**src/rtl/cdr_pkg.sv**
```systemverilog
// Shared types and default constants for the oversampled bang-bang CDR.
package cdr_pkg;

  localparam int unsigned CDR_OSR      = 8;
  localparam int unsigned CDR_ACC_W    = 6;
  localparam int unsigned CDR_THRESH   = 8;
  localparam int unsigned CDR_LOCK_CNT = 32;

  typedef enum logic [1:0] {
    VOTE_NONE  = 2'd0,
    VOTE_EARLY = 2'd1,
    VOTE_LATE  = 2'd2
  } vote_t;

  typedef enum logic [1:0] {
    STEP_NONE = 2'd0,
    STEP_ADV  = 2'd1,
    STEP_RET  = 2'd2
  } step_t;

  // Reduced trip magnitude used during acquisition, never below 1.
  function automatic int unsigned fast_trip(input int unsigned thresh);
    return ((thresh / 2) < 1) ? 1 : (thresh / 2);
  endfunction

endpackage

```
**src/rtl/cdr_vote_acc.sv**
```systemverilog
// Signed vote integrator with symmetric threshold trip.
// A trip clears the integrator and reports the phase step direction.
module cdr_vote_acc
  import cdr_pkg::*;
#(
  parameter int unsigned ACC_W = CDR_ACC_W
) (
  input  logic             clk,
  input  logic             resetn,
  input  logic             clr,
  input  vote_t            vote,
  input  logic [ACC_W-1:0] trip,
  output step_t            step_c,
  output logic [ACC_W-1:0] acc
);

  logic [ACC_W-1:0] acc_next;

  // Next integrator value and trip decision.
  always_comb begin
    acc_next = acc;
    step_c   = STEP_NONE;
    case (vote)
      VOTE_LATE:  acc_next = acc + ACC_W'(1);
      VOTE_EARLY: acc_next = acc - ACC_W'(1);
      default:    acc_next = acc;
    endcase
    if (!clr) begin
      if ($signed(acc_next) >= $signed(trip)) begin
        step_c = STEP_RET;
      end else if ($signed(acc_next) <= -$signed(trip)) begin
        step_c = STEP_ADV;
      end
    end
  end

  // Integrator register; cleared by disable or by a trip.
  always_ff @(posedge clk or negedge resetn) begin
    if (!resetn) begin
      acc <= '0;
    end else if (clr || (step_c != STEP_NONE)) begin
      acc <= '0;
    end else begin
      acc <= acc_next;
    end
  end

endmodule

```
**src/rtl/cdr_bb_pd_os.sv**
```systemverilog
// Oversampled bang-bang phase detector with vote integrator, bit sampler
// and lock detector.
// Build option: CDR_PD_FASTACQ_EN halves the trip magnitude while unlocked.
module cdr_bb_pd_os
  import cdr_pkg::*;
#(
  parameter int unsigned OSR      = CDR_OSR,
  parameter int unsigned ACC_W    = CDR_ACC_W,
  parameter int unsigned THRESH   = CDR_THRESH,
  parameter int unsigned LOCK_CNT = CDR_LOCK_CNT
) (
  input  logic             clk,
  input  logic             resetn,
  input  logic             en,
  input  logic             data_in,
  output logic             bit_out,
  output logic             bit_valid,
  output logic             early,
  output logic             late,
  output logic             step_adv,
  output logic             step_ret,
  output logic             locked,
  output logic [ACC_W-1:0] acc_out
);

  localparam int unsigned PH_W = $clog2(OSR);
  localparam int unsigned LC_W = $clog2(LOCK_CNT + 1);
  localparam int unsigned HALF = OSR / 2;

  localparam logic [PH_W-1:0]  PH_SAMP   = PH_W'(HALF - 1);
  localparam logic [PH_W-1:0]  PH_PRE    = PH_W'(HALF - 2);
  localparam logic [PH_W-1:0]  PH_HALF   = PH_W'(HALF);
  localparam logic [PH_W-1:0]  PH_LAST   = PH_W'(OSR - 1);
  localparam logic [PH_W-1:0]  PH_WRAP2  = PH_W'(OSR - 2);
  localparam logic [LC_W-1:0]  LC_MAX    = LC_W'(LOCK_CNT);
  localparam logic [ACC_W-1:0] TRIP_FULL = ACC_W'(THRESH);
`ifdef CDR_PD_FASTACQ_EN
  localparam logic [ACC_W-1:0] TRIP_FAST = ACC_W'(fast_trip(THRESH));
`endif

  logic             d_q;
  logic             d_prev;
  logic [PH_W-1:0]  ph;
  logic [LC_W-1:0]  lock_cnt;
  logic             step_seen;

  logic             data_edge_c;
  vote_t            vote_c;
  step_t            step_c;
  logic [ACC_W-1:0] trip_c;
  logic [PH_W-1:0]  ph_next_c;
  logic             strobe_c;
  logic [LC_W-1:0]  cnt_next_c;
  logic             seen_next_c;

  // Transition detect and early/late classification against the phase counter.
  always_comb begin
    data_edge_c = d_q ^ d_prev;
    vote_c      = VOTE_NONE;
    if (data_edge_c && (ph != '0)) begin
      vote_c = (ph < PH_HALF) ? VOTE_LATE : VOTE_EARLY;
    end
  end

  // Trip magnitude; optionally relaxed until lock is reached.
  always_comb begin
`ifdef CDR_PD_FASTACQ_EN
    trip_c = locked ? TRIP_FULL : TRIP_FAST;
`else
    trip_c = TRIP_FULL;
`endif
  end

  cdr_vote_acc #(
    .ACC_W (ACC_W)
  ) u_vote_acc (
    .clk    (clk),
    .resetn (resetn),
    .clr    (~en),
    .vote   (vote_c),
    .trip   (trip_c),
    .step_c (step_c),
    .acc    (acc_out)
  );

  // Phase advance, sample strobe and lock counter next-state.
  always_comb begin
    ph_next_c   = ph;
    strobe_c    = 1'b0;
    cnt_next_c  = lock_cnt;
    seen_next_c = step_seen;

    case (step_c)
      STEP_RET: ph_next_c = ph;
      STEP_ADV: ph_next_c = (ph >= PH_WRAP2) ? (ph - PH_WRAP2) : (ph + PH_W'(2));
      default:  ph_next_c = (ph == PH_LAST) ? '0 : (ph + PH_W'(1));
    endcase

    // The counter passing the sample slot fires exactly once per revolution.
    strobe_c = ((ph == PH_SAMP) && (step_c != STEP_RET)) ||
               ((ph == PH_PRE)  && (step_c == STEP_ADV));

    if (step_c != STEP_NONE) begin
      cnt_next_c  = '0;
      seen_next_c = 1'b1;
    end else if (strobe_c) begin
      if (step_seen) begin
        seen_next_c = 1'b0;
      end else if (lock_cnt != LC_MAX) begin
        cnt_next_c = lock_cnt + LC_W'(1);
      end
    end
  end

  // Input pipe, phase/lock state and registered outputs.
  always_ff @(posedge clk or negedge resetn) begin
    if (!resetn) begin
      d_q       <= 1'b0;
      d_prev    <= 1'b0;
      ph        <= '0;
      lock_cnt  <= '0;
      step_seen <= 1'b0;
      bit_out   <= 1'b0;
      bit_valid <= 1'b0;
      early     <= 1'b0;
      late      <= 1'b0;
      step_adv  <= 1'b0;
      step_ret  <= 1'b0;
      locked    <= 1'b0;
    end else begin
      d_q    <= data_in;
      d_prev <= d_q;
      if (!en) begin
        ph        <= '0;
        lock_cnt  <= '0;
        step_seen <= 1'b0;
        bit_valid <= 1'b0;
        early     <= 1'b0;
        late      <= 1'b0;
        step_adv  <= 1'b0;
        step_ret  <= 1'b0;
        locked    <= 1'b0;
      end else begin
        ph        <= ph_next_c;
        lock_cnt  <= cnt_next_c;
        step_seen <= seen_next_c;
        bit_valid <= strobe_c;
        if (strobe_c) begin
          bit_out <= d_q;
        end
        early    <= (vote_c == VOTE_EARLY);
        late     <= (vote_c == VOTE_LATE);
        step_adv <= (step_c == STEP_ADV);
        step_ret <= (step_c == STEP_RET);
        locked   <= (cnt_next_c == LC_MAX);
      end
    end
  end

endmodule

```
**config.mk**
```make
export PLATFORM = sky130hd
export DESIGN_NAME = cdr_bb_pd_os
export DESIGN_NICKNAME = d
export VERILOG_FILES = /design/src/rtl/cdr_pkg.sv /design/src/rtl/cdr_vote_acc.sv /design/src/rtl/cdr_bb_pd_os.sv
export SDC_FILE = /design/constraint.sdc
export NUM_CORES = 1
export LEC_CHECK = 0
export BUFFER_PORTS_ARGS = -buffer_cell sky130_fd_sc_hd__buf_4
export CAP_MARGIN = 20
export CORE_UTILIZATION = 45
export CTS_CLUSTER_DIAMETER = 150
export CTS_CLUSTER_SIZE = 40
export DETAILED_ROUTE_END_ITERATION = 10
export PLACE_DENSITY_LB_ADDON = 0.08
export SYNTH_ARGS = -nofsm -noshare
export SYNTH_HDL_FRONTEND = slang
export SYNTH_HIERARCHICAL = 1
export SYNTH_SLANG_ARGS = --single-unit
export TNS_END_PERCENT = 100
```
**constraint.sdc**
```tcl
create_clock -name clk -period 6.47 [get_ports clk]
set_clock_uncertainty 0.15 [all_clocks]
set_input_delay 1.294 -clock clk [delete_from_list [all_inputs] [get_ports clk]]
set_output_delay 1.294 -clock clk [all_outputs]
set_load 0.01 [all_outputs]
```
==> results.py <==
metrics = {
    "die": {
        "io_pins": 17,
        "initial_utilization_pct": 48.0,
        "chipWidth_um": 68.1,
        "dieArea_um2": 4630,
        "die-height_um": 68.1,
        "std_cell_rows": 23,
        "floorplan.core_area_um2": 4090,
    },
    "worst_setup_path": {
        "worst-path-buf-inv": 4,
        "crit_path_start_kind": "flop",
        "critical_path.max_fanout": 12,
        "critical_path_class": "flop to flop",
        "crit_cells": 24,
        "worst_ep_required_time_ns": 6.50,
        "worstRegToRegCells": 24,
        "cpLargestDelayFamily": "simple AND/OR/NAND/NOR gates",
        "crit_path_frequent_cell": "sky130_fd_sc_hd__ha_1",
        "crit_arrival_ns": 5.28,
        "nature_of_the_critical_path_endpoint": "flop",
        "worst_path_max_stage_delay_ns": 0.42,
        "cpMaxStageDelayCell": "sky130_fd_sc_hd__dfrtp_1",
        "crit_chain": "inv_1 > ha_1 > nor3b_1 > inv_1 > ha_1 > xor2_1 > ha_1 > inv_1 > o21ai_0 > a21oi_1 > mux2_2 > nor2_1 > ha_1 > nand2_1 > nor3_1 > a221o_1 > nor2b_1 > buf_4 > nand4bb_4 > a31oi_4 > nand4_1 > xor2_1 > nor2_1 > nor4_2",
    },
    "cts": {
        "tritoncts_clock_tree": "yes",
        "clockRootBuffer": "sky130_fd_sc_hd__clkbuf_8",
        "post_cts_repair_setup_buffers": 0,
        "clkTransAtPathRegs_ns": 0.09,
        "insertion_delay_ns": 0.27,
        "cts-root-to-sink-buffers": 2,
        "clock-sinks": 25,
        "number_of_h_tree_levels": 1,
        "cts-buffers-inserted": 3,
        "post_cts_resized": 0,
        "cts.hold.buffers_added": 0,
    },
    "place": {
        "dp_hpwl_um": 2980,
        "port_bufs": 16,
        "final_weighted_congestion_in_routability_driven_placement": 0.835,
        "detailed_place.area_um2": 2130,
    },
    "run_status": {
        "status": "finished clean",
    },
    "timing": {
        "rsz0062_at_grt": "false",
        "final_max_slew_viol_count": 0,
        "final-setup-viol-count": 0,
        "fin_worst_hold_slack_ns": 0.289,
        "hold_viol": 0,
        "setup-tns-final_ns": 0,
        "max_clock_freq_mhz": 191,
        "finalWorstPathRequiredPeriod_ns": 5.25,
        "min_period_over_period_pct": 81.1,
    },
    "cells_and_area": {
        "layout-drive-gt1-share_pct": 15.3,
        "finish.net_count": 262,
        "diodes": 0,
        "multi_input_comb_area_um2": 1240,
        "final_design_area_no_fill_um2": 2180,
        "layout.filler_cells": 388,
        "syn_to_final_growth_pct": 11.0,
        "layout.area.seq_um2": 626,
    },
    "hold_path": {
        "hold-path-cell-count": 0,
        "min-delay-path-class": "flop to flop",
    },
    "global_route": {
        "grt_start_max_net_pins": 26,
        "antenna_found_initial": 0,
        "number_of_global_route_vias_before_repair": 1449,
        "global_route.overflow_total": 0,
        "grt_first_pass_wirelength_um": 6490,
        "groute.usage.overall_pct": 18.5,
    },
    "logic_synthesis": {
        "asyncSetResetFlopFracSynth_pct": 100,
        "synth_top_area_share_pct": 31.9,
        "mean_post_synth_cell_area_um2": 9.35,
        "synthDominantAreaCellType": "sky130_fd_sc_hd__dfrtp_1",
        "synth_cell_types": 62,
        "synth_edf_count": 0,
        "cells_taking_the_most_area_after_synthesis": "sky130_fd_sc_hd__dfrtp_1 32%, sky130_fd_sc_hd__ha_1 14%, sky130_fd_sc_hd__inv_1 3.6%",
        "syn-cell-area_um2": 1960,
        "postSynthCellCount": 210,
        "yosys_warnings": 6,
        "synth-seq-cells": 25,
        "synth-main-ff-cell": "sky130_fd_sc_hd__dfrtp_1",
        "ys_seq_area_share_pct": 31.9,
    },
    "detailed_routing": {
        "detailedRoute.firstIterationViolations": 93,
        "totalWireLength_um": 3730,
        "routed_wire_length_per_instance_um": 13.1,
        "vias": 1526,
        "drt_pass_1_iters": 4,
        "ant_nets": 0,
        "per_cell_via_count_in_the_routed_design": 5.35,
        "post-route-drc-count": 0,
    },
    "pwr": {
        "power.leakage_nw": 1.03,
        "power_per_cell_area_nw_per_um2": 234,
        "maximum_vdd_drop_mv": 0.167,
    },
    "flow_run": {
        "max-cap-violations": 0,
    },
}
==> cells by family (layout without fill, tap and decap cells) <==
family | after synthesis | in the layout | synth area share [%]
adders and majority gates | 22 | 22 | 14.0
and+or+nand+nor | 73 | 73 | 22.2
xor gates and xnor gates | 16 | 16 | 7.14
AOI/OAI and AO/OA | 40 | 40 | 14.6
other | 2 | 13 | 0.383
DFF | 25 | 25 | 31.9
buffers and inverters | 27 | 41 | 7.01
muxes | 5 | 5 | 2.74
==> layer usage <==
metal	up-vias	wire length [µm]	GRT usage [%]
met1	724	1870	25.1
li1	773	-	-
met2	25	1740	30.9
met3	4	112	3.17
met4	0	14	3.39
met5	-	0	0
==> layout by cell type, fill, tap and decap left out, types with 2 or more instances in the layout <==
cell type,n
sky130_fd_sc_hd__ha_1,22
sky130_fd_sc_hd__nand2_1,11
sky130_fd_sc_hd__mux2i_1,2
sky130_fd_sc_hd__a21o_1,3
sky130_fd_sc_hd__nor2_2,2
sky130_fd_sc_hd__nor2_1,14
sky130_fd_sc_hd__and3_1,3
sky130_fd_sc_hd__and2_1,2
sky130_fd_sc_hd__inv_1,19
sky130_fd_sc_hd__o21ai_0,5
sky130_fd_sc_hd__nor3b_1,6
sky130_fd_sc_hd__or2_2,2
sky130_fd_sc_hd__nand4_1,2
sky130_fd_sc_hd__buf_4,17
sky130_fd_sc_hd__xnor2_1,8
sky130_fd_sc_hd__nand3_1,4
sky130_fd_sc_hd__o21ai_1,2
sky130_fd_sc_hd__mux2_2,2
sky130_fd_sc_hd__nor3_1,10
sky130_fd_sc_hd__dfrtp_1,25
sky130_fd_sc_hd__a21oi_1,11
sky130_fd_sc_hd__conb_1,13
sky130_fd_sc_hd__clkbuf_8,3
sky130_fd_sc_hd__nor2b_1,4
sky130_fd_sc_hd__xor2_1,8
==> through the flow <==
step | total power (W) | utilization (%) | setup WS (ns) | instances
after CTS | 0.000513 | 53.3 | 1.22 | 285
after detailed placement | 0.000419 | 52.2 | 1.27 | 281
after global routing | 0.000552 | 53.3 | 0.682 | 285
final | 0.000509 | 53.3 | 1.22 | 285
after floorplan | 0.000368 | - | 1.90 | 221
after global placement | 0.000414 | 52.2 | 1.41 | 281
==> report_power, final <==
group	switching [W]	leakage (nW)	internal, W
registers	0.0000190	0.338	0.000173
logic	0.000124	0.670	0.000101
clock network	0.0000487	0.0255	0.0000431
==> final cells by class <==
cell class	count	share of cell area (%)
sequential	25	28.7
multi-input combinational	169	57.0
clock buffer	3	1.90
clock inverter	1	0.230
timing repair buffer	17	5.86
tap	50	2.87
inverter	20	3.45
==> final timing paths <==
kind,start,end,slack (ns)
worst min register to register,d_q,d_prev,0.29
worst min-delay path,d_q,d_prev,0.29
max in group asynchronous,resetn,step_adv,5.16
min in group asynchronous,resetn,lock_cnt[0],0.76
worst max-delay path,ph[1],locked,1.22
worst max register to register,ph[1],locked,1.22
==> sequential cells by signal, summed over array words and instances, names as in the netlist <==
| register | count |
|---|---|
| step_ret | 1 |
| bit_out | 1 |
| step_adv | 1 |
| u_vote_acc/acc | 6 |
| d_prev | 1 |
| d_q | 1 |
| bit_valid | 1 |
| locked | 1 |
| ph | 3 |
| early | 1 |
| late | 1 |
| lock_cnt | 6 |
| step_seen | 1 |
==> cells in the mapped netlist (all sizes together) (2+ instances only) <==
| master | count |
|---|---|
| nor2 | 16 |
| xnor2 | 8 |
| buf | 5 |
| a21o | 3 |
| o21ai | 7 |
| nand2b | 3 |
| and2 | 2 |
| nor4 | 2 |
| nand3 | 4 |
| inv | 20 |
| xor2 | 8 |
| nand4 | 2 |
| clkbuf | 2 |
| or2 | 2 |
| nor2b | 4 |
| mux2i | 2 |
| nand2 | 12 |
| a31oi | 2 |
| ha | 22 |
| mux2 | 3 |
| a21oi | 11 |
| conb | 2 |
| and3 | 3 |
| nor3b | 6 |
| nor3 | 10 |
| dfrtp | 25 |
Note: power is estimated with default switching activity, not from simulation.
